**src/rtl/rhythm_score_if.sv**
```systemverilog
// Bundle of note/key inputs and score/render outputs for rhythm_score_unit.
// master drives notes, keys and digit_sel; slave is the scoring engine.
interface rhythm_score_if #(
    parameter int NUM_LANES = 4,
    parameter int KEY_W     = 8,
    parameter int DIGITS    = 3
);
    localparam int LW = ($clog2(NUM_LANES) > 1) ? $clog2(NUM_LANES) : 1;

    logic                         note_start;
    logic [LW-1:0]                active_lane;
    logic [NUM_LANES*KEY_W-1:0]   lane_codes;
    logic                         key_valid;
    logic [KEY_W-1:0]             key_code;
    logic [2:0]                   digit_sel;
    logic [3:0]                   digit_out;
    logic [DIGITS*4-1:0]          score_bcd;
    logic [3:0]                   weight;
    logic                         hit;
    logic                         miss;
    logic [7:0]                   hit_count;
    logic                         game_over;

    modport master (
        output note_start, active_lane, lane_codes, key_valid, key_code, digit_sel,
        input  digit_out, score_bcd, weight, hit, miss, hit_count, game_over
    );

    modport slave (
        input  note_start, active_lane, lane_codes, key_valid, key_code, digit_sel,
        output digit_out, score_bcd, weight, hit, miss, hit_count, game_over
    );
endinterface

```
**src/rtl/rhythm_score_unit.sv**
```systemverilog
// Hit detection and BCD scoring for the rhythm game: matches held keys against
// the active lane's key code, weights hits by a decaying value, counts to game over.
module rhythm_score_unit #(
    parameter int NUM_LANES   = 4,
    parameter int KEY_W       = 8,
    parameter int DIGITS      = 3,
    parameter int WEIGHT_MAX  = 7,
    parameter int WEIGHT_MIN  = 1,
    parameter int DECAY_TICKS = 10444303,
    parameter int MAX_HITS    = 100
) (
    input  logic          clk,
    input  logic          reset,
    rhythm_score_if.slave bus
);
    localparam int LW    = ($clog2(NUM_LANES) > 1) ? $clog2(NUM_LANES) : 1;
    localparam int CNT_W = $clog2(DECAY_TICKS);

    localparam logic [3:0]       W_MAX    = 4'(WEIGHT_MAX);
    localparam logic [3:0]       W_MIN    = 4'(WEIGHT_MIN);
    localparam logic [CNT_W-1:0] CNT_LAST = CNT_W'(DECAY_TICKS - 1);
    localparam logic [7:0]       HITS_END = 8'(MAX_HITS);

    logic [CNT_W-1:0]            cnt_q, cnt_d;
    logic [3:0]                  weight_q, weight_d;
    logic [0:DIGITS-1][3:0]      score_q, score_d;
    logic [7:0]                  hit_count_q, hit_count_d;
    logic                        hit_q, hit_d;
    logic                        miss_q, miss_d;
    logic                        game_over_q, game_over_d;
    logic                        armed_q, armed_d;
    logic [3:0]                  digit_out_q, digit_out_d;

    logic [NUM_LANES-1:0]        lane_hit;
    logic                        match;
    logic                        evaluate;
    logic [0:DIGITS-1][3:0]      sum_bcd;
    logic [DIGITS:0]             carry;

    // Out-of-range lanes never equal any gi, so they can never match.
    generate
        for (genvar gi = 0; gi < NUM_LANES; gi++) begin : gen_lane
            assign lane_hit[gi] = (bus.active_lane == LW'(gi)) &&
                                  (bus.key_code == bus.lane_codes[gi*KEY_W +: KEY_W]);
        end
    endgenerate

    assign match    = bus.key_valid && (|lane_hit);
    assign evaluate = armed_q && bus.key_valid && !game_over_q;

    // Decimal ripple adder: weight enters the least significant digit
    // (highest index); carry[0] out of the top digit means overflow.
    assign carry[DIGITS] = 1'b0;
    generate
        for (genvar gi = 0; gi < DIGITS; gi++) begin : gen_digit
            logic [4:0] raw;
            if (gi == DIGITS - 1) begin : gen_lsd
                assign raw = {1'b0, score_q[gi]} + {1'b0, weight_q} + {4'd0, carry[gi+1]};
            end else begin : gen_upper
                assign raw = {1'b0, score_q[gi]} + {4'd0, carry[gi+1]};
            end
            assign carry[gi]   = (raw > 5'd9);
            assign sum_bcd[gi] = carry[gi] ? 4'(raw - 5'd10) : raw[3:0];
        end
    endgenerate

    always_comb begin
        cnt_d       = cnt_q;
        weight_d    = weight_q;
        score_d     = score_q;
        hit_count_d = hit_count_q;
        game_over_d = game_over_q;
        hit_d       = 1'b0;
        miss_d      = 1'b0;
        armed_d     = !bus.key_valid;
        digit_out_d = 4'd0;

        if (bus.note_start) begin
            cnt_d    = '0;
            weight_d = W_MAX;
        end else if (cnt_q == CNT_LAST) begin
            cnt_d    = '0;
            weight_d = (weight_q > W_MIN) ? weight_q - 4'd1 : weight_q;
        end else begin
            cnt_d = cnt_q + CNT_W'(1);
        end

        // The sum above uses weight_q, i.e. the weight before any reload or decay.
        if (evaluate && match) begin
            hit_d       = 1'b1;
            score_d     = carry[0] ? {DIGITS{4'd9}} : sum_bcd;
            hit_count_d = hit_count_q + 8'd1;
            if (hit_count_q + 8'd1 == HITS_END) begin
                game_over_d = 1'b1;
            end
        end else if (evaluate) begin
            miss_d = 1'b1;
        end

        for (int i = 0; i < DIGITS; i++) begin
            if (bus.digit_sel == 3'(i)) begin
                digit_out_d = score_q[i];
            end
        end
    end

    always_ff @(posedge clk) begin
        if (!reset) begin
            cnt_q       <= '0;
            weight_q    <= W_MAX;
            score_q     <= '0;
            hit_count_q <= 8'd0;
            game_over_q <= 1'b0;
            hit_q       <= 1'b0;
            miss_q      <= 1'b0;
            armed_q     <= 1'b1;
            digit_out_q <= 4'd0;
        end else begin
            cnt_q       <= cnt_d;
            weight_q    <= weight_d;
            score_q     <= score_d;
            hit_count_q <= hit_count_d;
            game_over_q <= game_over_d;
            hit_q       <= hit_d;
            miss_q      <= miss_d;
            armed_q     <= armed_d;
            digit_out_q <= digit_out_d;
        end
    end

    assign bus.score_bcd = score_q;
    assign bus.weight    = weight_q;
    assign bus.hit_count = hit_count_q;
    assign bus.game_over = game_over_q;
    assign bus.hit       = hit_q;
    assign bus.miss      = miss_q;
    assign bus.digit_out = digit_out_q;

endmodule
```
**src/flat_wrapper.sv**
```systemverilog
// flat-port wrapper written by rule: the top's interface ports become plain ports
module rhythm_score_unit_flat 
#(
    parameter int NUM_LANES   = 4,
    parameter int KEY_W       = 8,
    parameter int DIGITS      = 3,
    parameter int WEIGHT_MAX  = 7,
    parameter int WEIGHT_MIN  = 1,
    parameter int DECAY_TICKS = 10444303,
    parameter int MAX_HITS    = 100
)
  (clk, reset, bus_note_start, bus_active_lane, bus_lane_codes, bus_key_valid, bus_key_code, bus_digit_sel, bus_digit_out, bus_score_bcd, bus_weight, bus_hit, bus_miss, bus_hit_count, bus_game_over);
  rhythm_score_if #(.NUM_LANES(NUM_LANES), .KEY_W(KEY_W), .DIGITS(DIGITS)) bus_i ();
  input  logic clk;
  input  logic reset;
  input wire logic [$bits(bus_i.note_start)-1:0] bus_note_start;
  input wire logic [$bits(bus_i.active_lane)-1:0] bus_active_lane;
  input wire logic [$bits(bus_i.lane_codes)-1:0] bus_lane_codes;
  input wire logic [$bits(bus_i.key_valid)-1:0] bus_key_valid;
  input wire logic [$bits(bus_i.key_code)-1:0] bus_key_code;
  input wire logic [$bits(bus_i.digit_sel)-1:0] bus_digit_sel;
  output wire logic [$bits(bus_i.digit_out)-1:0] bus_digit_out;
  output wire logic [$bits(bus_i.score_bcd)-1:0] bus_score_bcd;
  output wire logic [$bits(bus_i.weight)-1:0] bus_weight;
  output wire logic [$bits(bus_i.hit)-1:0] bus_hit;
  output wire logic [$bits(bus_i.miss)-1:0] bus_miss;
  output wire logic [$bits(bus_i.hit_count)-1:0] bus_hit_count;
  output wire logic [$bits(bus_i.game_over)-1:0] bus_game_over;
  assign bus_i.note_start = bus_note_start;
  assign bus_i.active_lane = bus_active_lane;
  assign bus_i.lane_codes = bus_lane_codes;
  assign bus_i.key_valid = bus_key_valid;
  assign bus_i.key_code = bus_key_code;
  assign bus_i.digit_sel = bus_digit_sel;
  assign bus_digit_out = bus_i.digit_out;
  assign bus_score_bcd = bus_i.score_bcd;
  assign bus_weight = bus_i.weight;
  assign bus_hit = bus_i.hit;
  assign bus_miss = bus_i.miss;
  assign bus_hit_count = bus_i.hit_count;
  assign bus_game_over = bus_i.game_over;
  rhythm_score_unit #(.NUM_LANES(NUM_LANES), .KEY_W(KEY_W), .DIGITS(DIGITS), .WEIGHT_MAX(WEIGHT_MAX), .WEIGHT_MIN(WEIGHT_MIN), .DECAY_TICKS(DECAY_TICKS), .MAX_HITS(MAX_HITS)) u_core (.clk(clk), .reset(reset), .bus(bus_i));
endmodule
```
**config.mk**
```make
export PLATFORM = sky130hd
export DESIGN_NAME = rhythm_score_unit_flat
export DESIGN_NICKNAME = d
export VERILOG_FILES = /design/src/rtl/rhythm_score_if.sv /design/src/rtl/rhythm_score_unit.sv /design/src/flat_wrapper.sv
export SDC_FILE = /design/constraint.sdc
export NUM_CORES = 1
export LEC_CHECK = 0
export BUFFER_PORTS_ARGS = -buffer_cell sky130_fd_sc_hd__buf_2
export CORE_UTILIZATION = 50
export DETAILED_ROUTE_END_ITERATION = 8
export GPL_TIMING_DRIVEN = 1
export HOLD_SLACK_MARGIN = 0.1
export PLACE_DENSITY = 0.75
export SKIP_LAST_GASP = 1
export SLEW_MARGIN = 20
export SYNTH_ARGS = -nofsm -noshare
export SYNTH_HDL_FRONTEND = slang
export SYNTH_SLANG_ARGS = --single-unit
```
**constraint.sdc**
```tcl
create_clock -name clk -period 8.1 [get_ports clk]
set_input_delay 0.81 -clock clk [delete_from_list [all_inputs] [get_ports clk]]
set_output_delay 0.81 -clock clk [all_outputs]
set_load 0.02 [all_outputs]
```
==> results of run 1 <==
[report_power, final]
part,switching [mW],total (mW),internal [mW]
registers,0.00435,0.283,0.279
clock network,0.0833,0.142,0.0590
logic,0.0398,0.0754,0.0356
[Yosys cell counts (all sizes together), types with 2 or more instances]
cell	instances
dfxtp	56
nor2	44
xnor2	44
nand2	26
nand3	24
a21oi	20
inv	20
xor2	19
ha	16
clkbuf	14
nand4	12
buf	8
mux2i	8
nor3	7
o21ai	7
and3	5
and4	5
nor4	5
o31ai	5
or3	5
a311oi	4
a31oi	4
a31o	3
nand2b	3
o22a	3
a21o	2
a41o	2
and2	2
or4	2
[worst min path at each step]
stage,start,endpoint,slack [ns],depth (start not counted)
4_1_cts,u_core.bus.hit_count[7]$_SDFFE_PN0P_,u_core.bus.hit_count[7]$_SDFFE_PN0P_,0.50,2
2_1_floorplan,u_core.cnt_q[0]$_SDFF_PP0_,u_core.cnt_q[0]$_SDFF_PP0_,0.45,1
3_5_place_dp,u_core.bus.hit_count[7]$_SDFFE_PN0P_,u_core.bus.hit_count[7]$_SDFFE_PN0P_,0.49,2
5_1_grt,u_core.cnt_q[23]$_SDFF_PP0_,u_core.cnt_q[23]$_SDFF_PP0_,0.54,2
3_3_place_gp,u_core.cnt_q[0]$_SDFF_PP0_,u_core.cnt_q[0]$_SDFF_PP0_,0.47,1
6_report,u_core.cnt_q[0]$_SDFF_PP0_,u_core.cnt_q[0]$_SDFF_PP0_,0.51,1
[worst register-to-register path, cell delays in order (launching register included)]
cell	delay (ns)
dfxtp_1	0.42
ha_1	0.20
inv_1	0.05
fa_1	0.40
xor2_1	0.20
and2_1	0.19
o21ai_0	0.40
ha_1	0.27
ha_1	0.28
inv_1	0.16
a31oi_1	0.12
o22a_1	0.26
ha_1	0.23
ha_1	0.31
o21a_1	0.18
o221ai_1	0.63
a21oi_1	0.14
a32o_1	0.23
[cell families after synthesis]
group	share of synthesized area (%)
and+or+nand+nor	22.6
DFF	33.7
xor gates and xnor gates	17.0
adders and majority gates	6.61
AOI/OAI and AO/OA	12.1
muxes	2.41
buffers and inverters	5.60
[area by class of cell]
| class | count | share of cell area (%) |
|---|---|---|
| clock inverters | 1 | 0.131 |
| well taps | 77 | 2.53 |
| flip-flops and latches | 56 | 29.4 |
| inverters | 20 | 1.97 |
| clock buffers | 6 | 1.90 |
| multi-input cells | 293 | 53.1 |
| repair buffers | 82 | 11.0 |
[per-layer routing]
layer,vias up,GRT usage (%)
met5,-,0
met2,56,38.1
li1,1491,-
met4,0,5.86
met3,9,4.65
met1,1345,25.4
[flip-flops by register name, indices dropped and copies added (netlist names)]
name,flops
u_core.bus.digit_out,4
u_core.bus.hit,1
u_core.cnt_q,24
u_core.armed_q,1
u_core.bus.game_over,1
u_core.bus.weight,4
u_core.bus.score_bcd,12
u_core.bus.miss,1
u_core.bus.hit_count,8
==> flow_summary.json, run 1 <==
{
  "status": "completed",
  "postRouteAntennaNets": 0,
  "synth_edf_count": 0,
  "critPathLaunchType": "flop",
  "cts_sinks": 56,
  "drc": 0,
  "syn_nets": 457,
  "row_count": 29,
  "fin_ws_ns": 3.33,
  "drive_above_1_share_pct": 21.4,
  "num-fill-cells": 566,
  "crit_slowest_cell": "o221ai_1",
  "worst_slew_pin_slew_ns": 0.844,
  "synth.distinct_cells": 49,
  "setup_tns_ns": 0,
  "drt-wirelength-per-cell_um": 13.1,
  "diodes": 0,
  "synthTopCellsByArea": "dfxtp_1, xnor2_1, ha_1",
  "r2r_end": "u_core.bus.score_bcd[7]$_SDFFE_PN0P_",
  "cts_resized": 0,
  "ys.flop_type": "dfxtp_1",
  "grt_overflow_total": 0,
  "r2r-start": "u_core.bus.weight[0]$_SDFFE_PP1P_",
  "layout_common_cells": "buf_2, dfxtp_1, nor2_1",
  "setup.worst_path.end": "u_core.bus.score_bcd[7]$_SDFFE_PN0P_",
  "clockBufferDepth": 2,
  "gp_congestion": 0.815,
  "cp-startpoint": "u_core.bus.weight[0]$_SDFFE_PP1P_",
  "top_layer": "met4",
  "seq_area_um2": 1120,
  "hp-class": "flop to flop",
  "cp.depth": 17,
  "path_buf_inv": 2,
  "syn_inst": 391,
  "chipWidth_um": 83.6,
  "max_freq_mhz": 210,
  "max_slew_margin_pct": 43.7,
  "stdcell_count": 535,
  "met1_length_mm": 3.17,
  "cts-root-buf": "clkbuf_8",
  "yosys.area.top_type": "dfxtp_1",
  "viasPerCell": 5.42,
  "area_growth_pct": 14.6,
  "fin_crit_sh_pct": 58.8,
  "pwr_density_cell_nw_per_um2": 131,
  "path_class": "flop to flop",
  "critPathMaxFanout": 9,
  "layout_commonest_cell": "buf_2",
  "timing_hold_violations_final": 0,
  "antenna_found_initial": 0,
  "core_area_um2": 6390,
  "die_h_um": 83.6,
  "wirelength_mm": 7.02,
  "power_mw": 0.501,
  "synthArstFlopShare_pct": 0,
  "p_leak_nw": 1.60,
  "rsz0062_at_grt": "false",
  "placed_cells": 528,
  "grt_max_degree": 26,
  "post_cts_buffers": 0,
  "crit_family": "compound AO/OA/AOI/OAI gates",
  "dieArea_um2": 6990,
  "detail_route.iter0.violations": 121,
  "r2r_setup_slack_ns": 3.33,
  "syn_area_um2": 3330,
  "dp_hpwl_mm": 5.32,
  "final_util_pct": 59.7,
  "crit_arrival_ns": 4.97,
  "via_count": 2901,
  "path_cells": "ha_1, inv_1, fa_1, xor2_1, and2_1, o21ai_0, ha_1, ha_1, inv_1, a31oi_1, o22a_1, ha_1, ha_1, o21a_1, o221ai_1, a21oi_1, a32o_1",
  "dr_wl_met3_um": 290,
  "yosysTopAreaCellShare_pct": 33.7,
  "required_ns": 8.31,
  "final_area_um2": 3810,
  "grt_pass1_wl_mm": 12.4,
  "ys_seq_elements": 56,
  "finalClockSkew_ns": 0.00514,
  "multi_input_area_um2": 2030,
  "hold-worst-slack_ns": 0.506,
  "ff2ff_path_depth": 17,
  "maxCapViolCount": 0,
  "slowest_delay_ns": 0.63,
  "clkLatencyLatePin_ns": 0.30,
  "drt_pass1_iterations": 4,
  "nets": 524,
  "cpMostUsedCell": "ha_1",
  "grtUsageTotal_pct": 21.2,
  "initial_core_util_pct": 52.1,
  "syn_avg_cell_area_um2": 8.52,
  "dpl_worst_slack_ns": 3.33,
  "vdd_drop_max_mv": 0.0813,
  "end_kind": "flop",
  "numPortBuffers": 79,
  "ys_seq_area_share_pct": 33.7,
  "slew_viol_final": 0,
  "grt_pass1_vias": 2857,
  "setup_viol": 0,
  "cts-buffers-inserted": 5,
  "h-tree-depth": 2,
  "hold_buffers": 0,
  "cts_tree": "yes",
  "place_area_um2": 3740,
  "clk_pin_slew_ns": 0.09,
  "wl_met2_mm": 3.48,
  "yosysWarnings": 0,
  "ioPinCount": 80,
  "layout_min_cycle_time_ns": 4.77
}
(Power assumes the default switching activity.)
==> run 2: changes to the inputs <==
- CORE_UTILIZATION: 50 -> 49
- PLACE_DENSITY: 0.75 -> 0.77
- clock period: 8.1 -> 4.1 ns (I/O delays scaled with it)
==> run 2 against run 1 <==
- the flow now finishes with violations (DRC)
- clock skew increased by 0.0029 ns
- hold slack worse by 0.23 ns
- core utilization rose by 0.49 points
- clock power grew 110%
- fmax grew 22%
- sequential power increased by 98%
- count of clock-buffer cells in the layout increased by 2
- sequential cell count is the same
- setup slack worse by 3.1 ns
- via count increased by 0.48%
- wire length up 0.23%
- largest cell class unchanged
- largest power group unchanged
==> flow_summary.json, run 2 (synthesis gave the netlist of run 1 again) <==
{
  "dieArea_um2": 7130,
  "max_slew_margin_pct": 39.3,
  "vdd_drop_max_mv": 0.168,
  "core_area_um2": 6460,
  "area_growth_pct": 16.8,
  "max_freq_mhz": 256,
  "end_kind": "flop",
  "grt_max_degree": 26,
  "crit_arrival_ns": 4.11,
  "grt_use_met2_pct": 37.8,
  "grtUsageMet1_pct": 22.7,
  "cts_tree": "yes",
  "clkLatencyLatePin_ns": 0.30,
  "grt_pass1_wl_mm": 11.7,
  "critPathLaunchType": "flop",
  "clockBufferDepth": 2,
  "ff2ff_path_depth": 17,
  "fin_crit_sh_pct": 95.4,
  "postRouteAntennaNets": 0,
  "worst_slew_pin_slew_ns": 0.910,
  "cts_sinks": 56,
  "hold_buffers": 0,
  "nets": 526,
  "maxCapViolCount": 0,
  "setup.worst_path.end": "u_core.bus.score_bcd[0]$_SDFFE_PN0P_",
  "die_h_um": 84.4,
  "required_ns": 4.30,
  "dpl_worst_slack_ns": 0.0926,
  "viasPerCell": 5.42,
  "power_mw": 1.02,
  "via_count": 2915,
  "clk_pin_slew_ns": 0.09,
  "row_count": 29,
  "layout_common_cells": "buf_2, dfxtp_1, nor2_1",
  "path_class": "flop to flop",
  "layout_commonest_cell": "buf_2",
  "status": "finished with violations",
  "slew_viol_final": 0,
  "cp-startpoint": "u_core.bus.score_bcd[0]$_SDFFE_PN0P_",
  "grt_overflow_total": 0,
  "drt_pass1_iterations": 6,
  "dp_hpwl_mm": 5.35,
  "antenna_found_initial": 0,
  "multi_input_area_um2": 2070,
  "gp_congestion": 0.813,
  "cts-root-buf": "clkbuf_8",
  "drive_above_1_share_pct": 23.2,
  "grt_pass1_vias": 2710,
  "wirelength_mm": 7.03,
  "ioPinCount": 80,
  "largest_register_ffs": 24,
  "r2r_setup_slack_ns": 0.19,
  "largest_register": "u_core.cnt_q",
  "cts-buffers-inserted": 5,
  "grtUsageMet3_pct": 3.24,
  "num-fill-cells": 572,
  "diodes": 0,
  "r2r-start": "u_core.bus.score_bcd[0]$_SDFFE_PN0P_",
  "initial_core_util_pct": 51.5,
  "drt-wirelength-per-cell_um": 13.1,
  "detail_route.iter0.violations": 127,
  "grtUsageTotal_pct": 19.9,
  "critPathMaxFanout": 6,
  "seq_area_um2": 1120,
  "hold-worst-slack_ns": 0.273,
  "r2r_end": "u_core.bus.score_bcd[0]$_SDFFE_PN0P_",
  "fin_ws_ns": 0.190,
  "h-tree-depth": 2,
  "chipWidth_um": 84.4,
  "failed_checks": "DRC",
  "layout_min_cycle_time_ns": 3.91,
  "top_usage_layer": "met2",
  "p_leak_nw": 1.62,
  "hp-class": "input port to flop",
  "numPortBuffers": 79,
  "setup_viol": 0,
  "pwr_density_cell_nw_per_um2": 261,
  "finalClockSkew_ns": 0.00806,
  "timing_hold_violations_final": 0,
  "drc": 18
}
run 2: worst min-delay path by stage:
| stage | startpoint | end | cells after the start |
|---|---|---|---|
| after floorplan | u_core.cnt_q[0]$_SDFF_PP0_ | u_core.cnt_q[0]$_SDFF_PP0_ | 1 |
| after global placement | u_core.cnt_q[0]$_SDFF_PP0_ | u_core.cnt_q[0]$_SDFF_PP0_ | 1 |
| after detailed placement | u_core.cnt_q[0]$_SDFF_PP0_ | u_core.cnt_q[0]$_SDFF_PP0_ | 1 |
| after CTS | bus_note_start | u_core.bus.weight[3]$_SDFFE_PP0P_ | 2 |
| after global routing | bus_key_valid | u_core.armed_q$_SDFF_PN1_ | 2 |
| final | bus_note_start | u_core.bus.weight[3]$_SDFFE_PP0P_ | 2 |
run 2: power by group:
group | total [mW] | switching (mW) | internal (mW)
Combinational | 0.153 | 0.0793 | 0.0736
Clock | 0.304 | 0.166 | 0.138
Sequential | 0.560 | 0.00912 | 0.551
Total | 1.02 | 0.254 | 0.763
run 2: per-stage QoR:
| stage | utilization (%) | TNS, ns | instance area [um2] | instances |
|---|---|---|---|---|
| finish | 60.2 | 0 | 3890 | 538 |
| global route | 60.2 | -0.00869 | 3890 | 538 |
| CTS | 59.7 | 0 | 3860 | 538 |
| detailed placement | 58.3 | 0 | 3770 | 530 |
| global placement | 58.3 | 0 | 3770 | 530 |
| floorplan | - | 0 | 3340 | 391 |
run 2: cell type report:
| type | instances | area share [%] |
|---|---|---|
| multi-input combinational | 293 | 53.3 |
| inverter | 20 | 1.93 |
| timing repair buffer | 84 | 11.1 |
| tap | 77 | 2.48 |
| clock buffer | 8 | 2.32 |
| sequential | 56 | 28.9 |
run 2: critical path, cell delays in order (launching register included):
cell	delay, ns
dfxtp_2	0.36
ha_1	0.17
inv_1	0.05
fa_1	0.41
xor2_2	0.19
and2_4	0.18
o21ai_2	0.07
ha_1	0.20
ha_1	0.33
o22a_1	0.22
o22a_1	0.24
ha_1	0.23
ha_1	0.31
inv_1	0.07
a21oi_1	0.18
o221ai_2	0.15
buf_4	0.19
a311oi_1	0.25
run 2: routing by layer:
| layer | vias to the layer above | routed length, um |
|---|---|---|
| met4 | 0 | 85 |
| met1 | 1343 | 3140 |
| li1 | 1497 | - |
| met2 | 64 | 3560 |
| met3 | 11 | 252 |
| met5 | - | 0 |
run 2: repair_timing:
item                                   CTS  global route
setup endpoints to repair                0            10
endpoints found under the hold margin    0             0
buffers inserted                         0             0
resized for setup                        0             6
==> run 3: changes to the inputs <==
- GPL_TIMING_DRIVEN: 1 -> 0
- RECOVER_POWER: default -> 25
==> run 3 against run 2 <==
- the run still ends with DRC left
- combinational power up 7%
- register-to-register slack worse by 0.07 ns
- fmax fell by 1.7%
- setup slack got worse by 0.067 ns
- count of clock-buffer cells in the layout down 1
- first-iteration DRC count up 9.4%
- hold slack worse by 0.011 ns
- wire length grew 11%
- core utilization is 2.1 points higher
- critical path type unchanged
- largest power group unchanged
- global-route usage rose by 3.0 points
- total power up 10%
- critical path depth is the same
==> flow_summary.json, run 3 (synthesis gave the netlist of run 1 again) <==
{
  "status": "finished with violations",
  "failed_checks": "DRC",
  "wirelength_mm": 7.81,
  "finalClockSkew_ns": 0.00811,
  "vdd_drop_max_mv": 0.183,
  "maxCapViolCount": 0,
  "cpMostUsedCell": "ha_1",
  "ff2ff_path_depth": 17,
  "slowest_delay_ns": 0.38,
  "path_cells": "ha_1, inv_1, fa_2, xor2_2, and2_4, o21ai_2, ha_1, ha_2, o22a_1, o22a_1, ha_1, ha_2, inv_1, a21oi_4, o221ai_4, buf_4, a311oi_2",
  "layout_commonest_cell": "buf_2",
  "cts-root-buf": "clkbuf_8",
  "place_area_um2": 3790,
  "timing_hold_violations_final": 0,
  "hold_end": "u_core.bus.weight[3]$_SDFFE_PP0P_",
  "crit_slowest_cell": "dfxtp_2",
  "holdPathStages": 2,
  "setup_tns_ns": 0,
  "required_ns": 4.34,
  "drc": 9,
  "clk_pin_slew_ns": 0.10,
  "viasPerCell": 5.56,
  "cts-buffers-inserted": 5,
  "via_count": 3070,
  "r2r_end": "u_core.bus.score_bcd[3]$_SDFFE_PN0P_",
  "chipWidth_um": 84.4,
  "critPathLaunchType": "flop",
  "hp-class": "input port to flop",
  "core_area_um2": 6460,
  "numPortBuffers": 71,
  "worst_slew_pin_slew_ns": 0.792,
  "layout_min_cycle_time_ns": 3.98,
  "max_freq_mhz": 251,
  "crit_arrival_ns": 4.21,
  "setup_viol": 0,
  "area_growth_pct": 20.9,
  "h-tree-depth": 2,
  "row_count": 29,
  "final_area_um2": 4030,
  "clkLatencyLatePin_ns": 0.32,
  "largest_register": "u_core.cnt_q",
  "end_kind": "flop",
  "grt_max_degree": 17,
  "cp-startpoint": "u_core.bus.score_bcd[0]$_SDFFE_PN0P_",
  "p_leak_nw": 1.60,
  "grt_pass1_vias": 2909,
  "hold_buffers": 0,
  "drt_pass1_iterations": 6,
  "initial_core_util_pct": 51.5,
  "fin_crit_sh_pct": 97.0,
  "r2r-start": "u_core.bus.score_bcd[0]$_SDFFE_PN0P_",
  "dieArea_um2": 7130,
  "max_slew_margin_pct": 46.8,
  "nets": 540,
  "diodes": 0,
  "grt_pass1_wl_mm": 13.3,
  "critPathMaxFanout": 5,
  "grt_overflow_total": 0,
  "grtUsageTotal_pct": 22.9,
  "drive_above_1_share_pct": 21.7,
  "dp_hpwl_mm": 5.64,
  "die_h_um": 84.4,
  "slew_viol_final": 0,
  "antenna_found_initial": 0,
  "largest_register_ffs": 24,
  "final_util_pct": 62.3,
  "hp-start": "bus_note_start",
  "ioPinCount": 80,
  "drt-wirelength-per-cell_um": 14.2,
  "path_class": "flop to flop",
  "placed_cells": 539,
  "gp_congestion": 0.862,
  "pwr_density_cell_nw_per_um2": 279,
  "layout_common_cells": "buf_2, dfxtp_1, nor2_1",
  "detail_route.iter0.violations": 139,
  "r2r_setup_slack_ns": 0.12,
  "cts_sinks": 56,
  "clockBufferDepth": 2,
  "cts_tree": "yes",
  "rsz0062_at_grt": "true",
  "stdcell_count": 552,
  "postRouteAntennaNets": 0
}
run 3: critical path: cells and delay by family (launching register included):
| kind | cells | cell delay (ns) |
|---|---|---|
| flops | 1 | 0.38 |
| xor+xnor | 1 | 0.17 |
| buf+inv | 3 | 0.36 |
| compound gates | 6 | 1.18 |
| simple gates | 1 | 0.17 |
| fa+ha+maj | 6 | 1.64 |
run 3: where the power goes:
part	switching (mW)	internal (mW)	leakage [nW]
Sequential	0.0104	0.550	0.453
Combinational	0.0840	0.0789	1.09
Clock	0.183	0.216	0.0645
run 3: repair_timing:
item,4_1_cts,5_1_grt
setup buffers,1,3
cloned,1,0
setup endpoints to repair,10,12
resized for setup,10,9
pin swaps,2,3
run 3: worst max-delay path by stage:
stage / to / slack (ns) / cells past startpoint
floorplan: u_core.bus.score_bcd[7]$_SDFFE_PN0P_ / 0.04 / 17
global placement: u_core.bus.score_bcd[7]$_SDFFE_PN0P_ / -0.23 / 17
detailed placement: u_core.bus.score_bcd[7]$_SDFFE_PN0P_ / -0.30 / 17
CTS: u_core.bus.score_bcd[7]$_SDFFE_PN0P_ / 0.07 / 17
global route: u_core.bus.score_bcd[7]$_SDFFE_PN0P_ / -0.05 / 18
finish: u_core.bus.score_bcd[3]$_SDFFE_PN0P_ / 0.12 / 17
run 3: stage by stage:
stage / worst slack, ns / hold slack, ns / power, mW
finish: 0.123 / 0.262 / 1.12
global route: -0.0487 / 0.249 / 1.17
CTS: 0.0659 / 0.251 / 1.13
detailed placement: -0.299 / 0.480 / 0.722
global placement: -0.226 / 0.479 / 0.719
floorplan: 0.0376 / 0.449 / 0.673
run 3: metal layers:
metal | wire length (um) | up-vias | global-route usage, %
li1 | - | 1527 | -
met1 | 3310 | 1438 | 27.5
met2 | 3950 | 90 | 41.1
met3 | 395 | 15 | 4.92
met4 | 154 | 0 | 6.93
met5 | 0 | - | 0
run 3: cell type report:
cell class	instances	area [um2]
Inverter	20	75.1
Multi-Input combinational cell	294	2120
Tap cell	77	96.3
Sequential cell	56	1130
Timing Repair Buffer	75	368
Clock inverter	1	30.0
Buffer	22	111
Clock buffer	7	96.3
Fill cell	572	2430
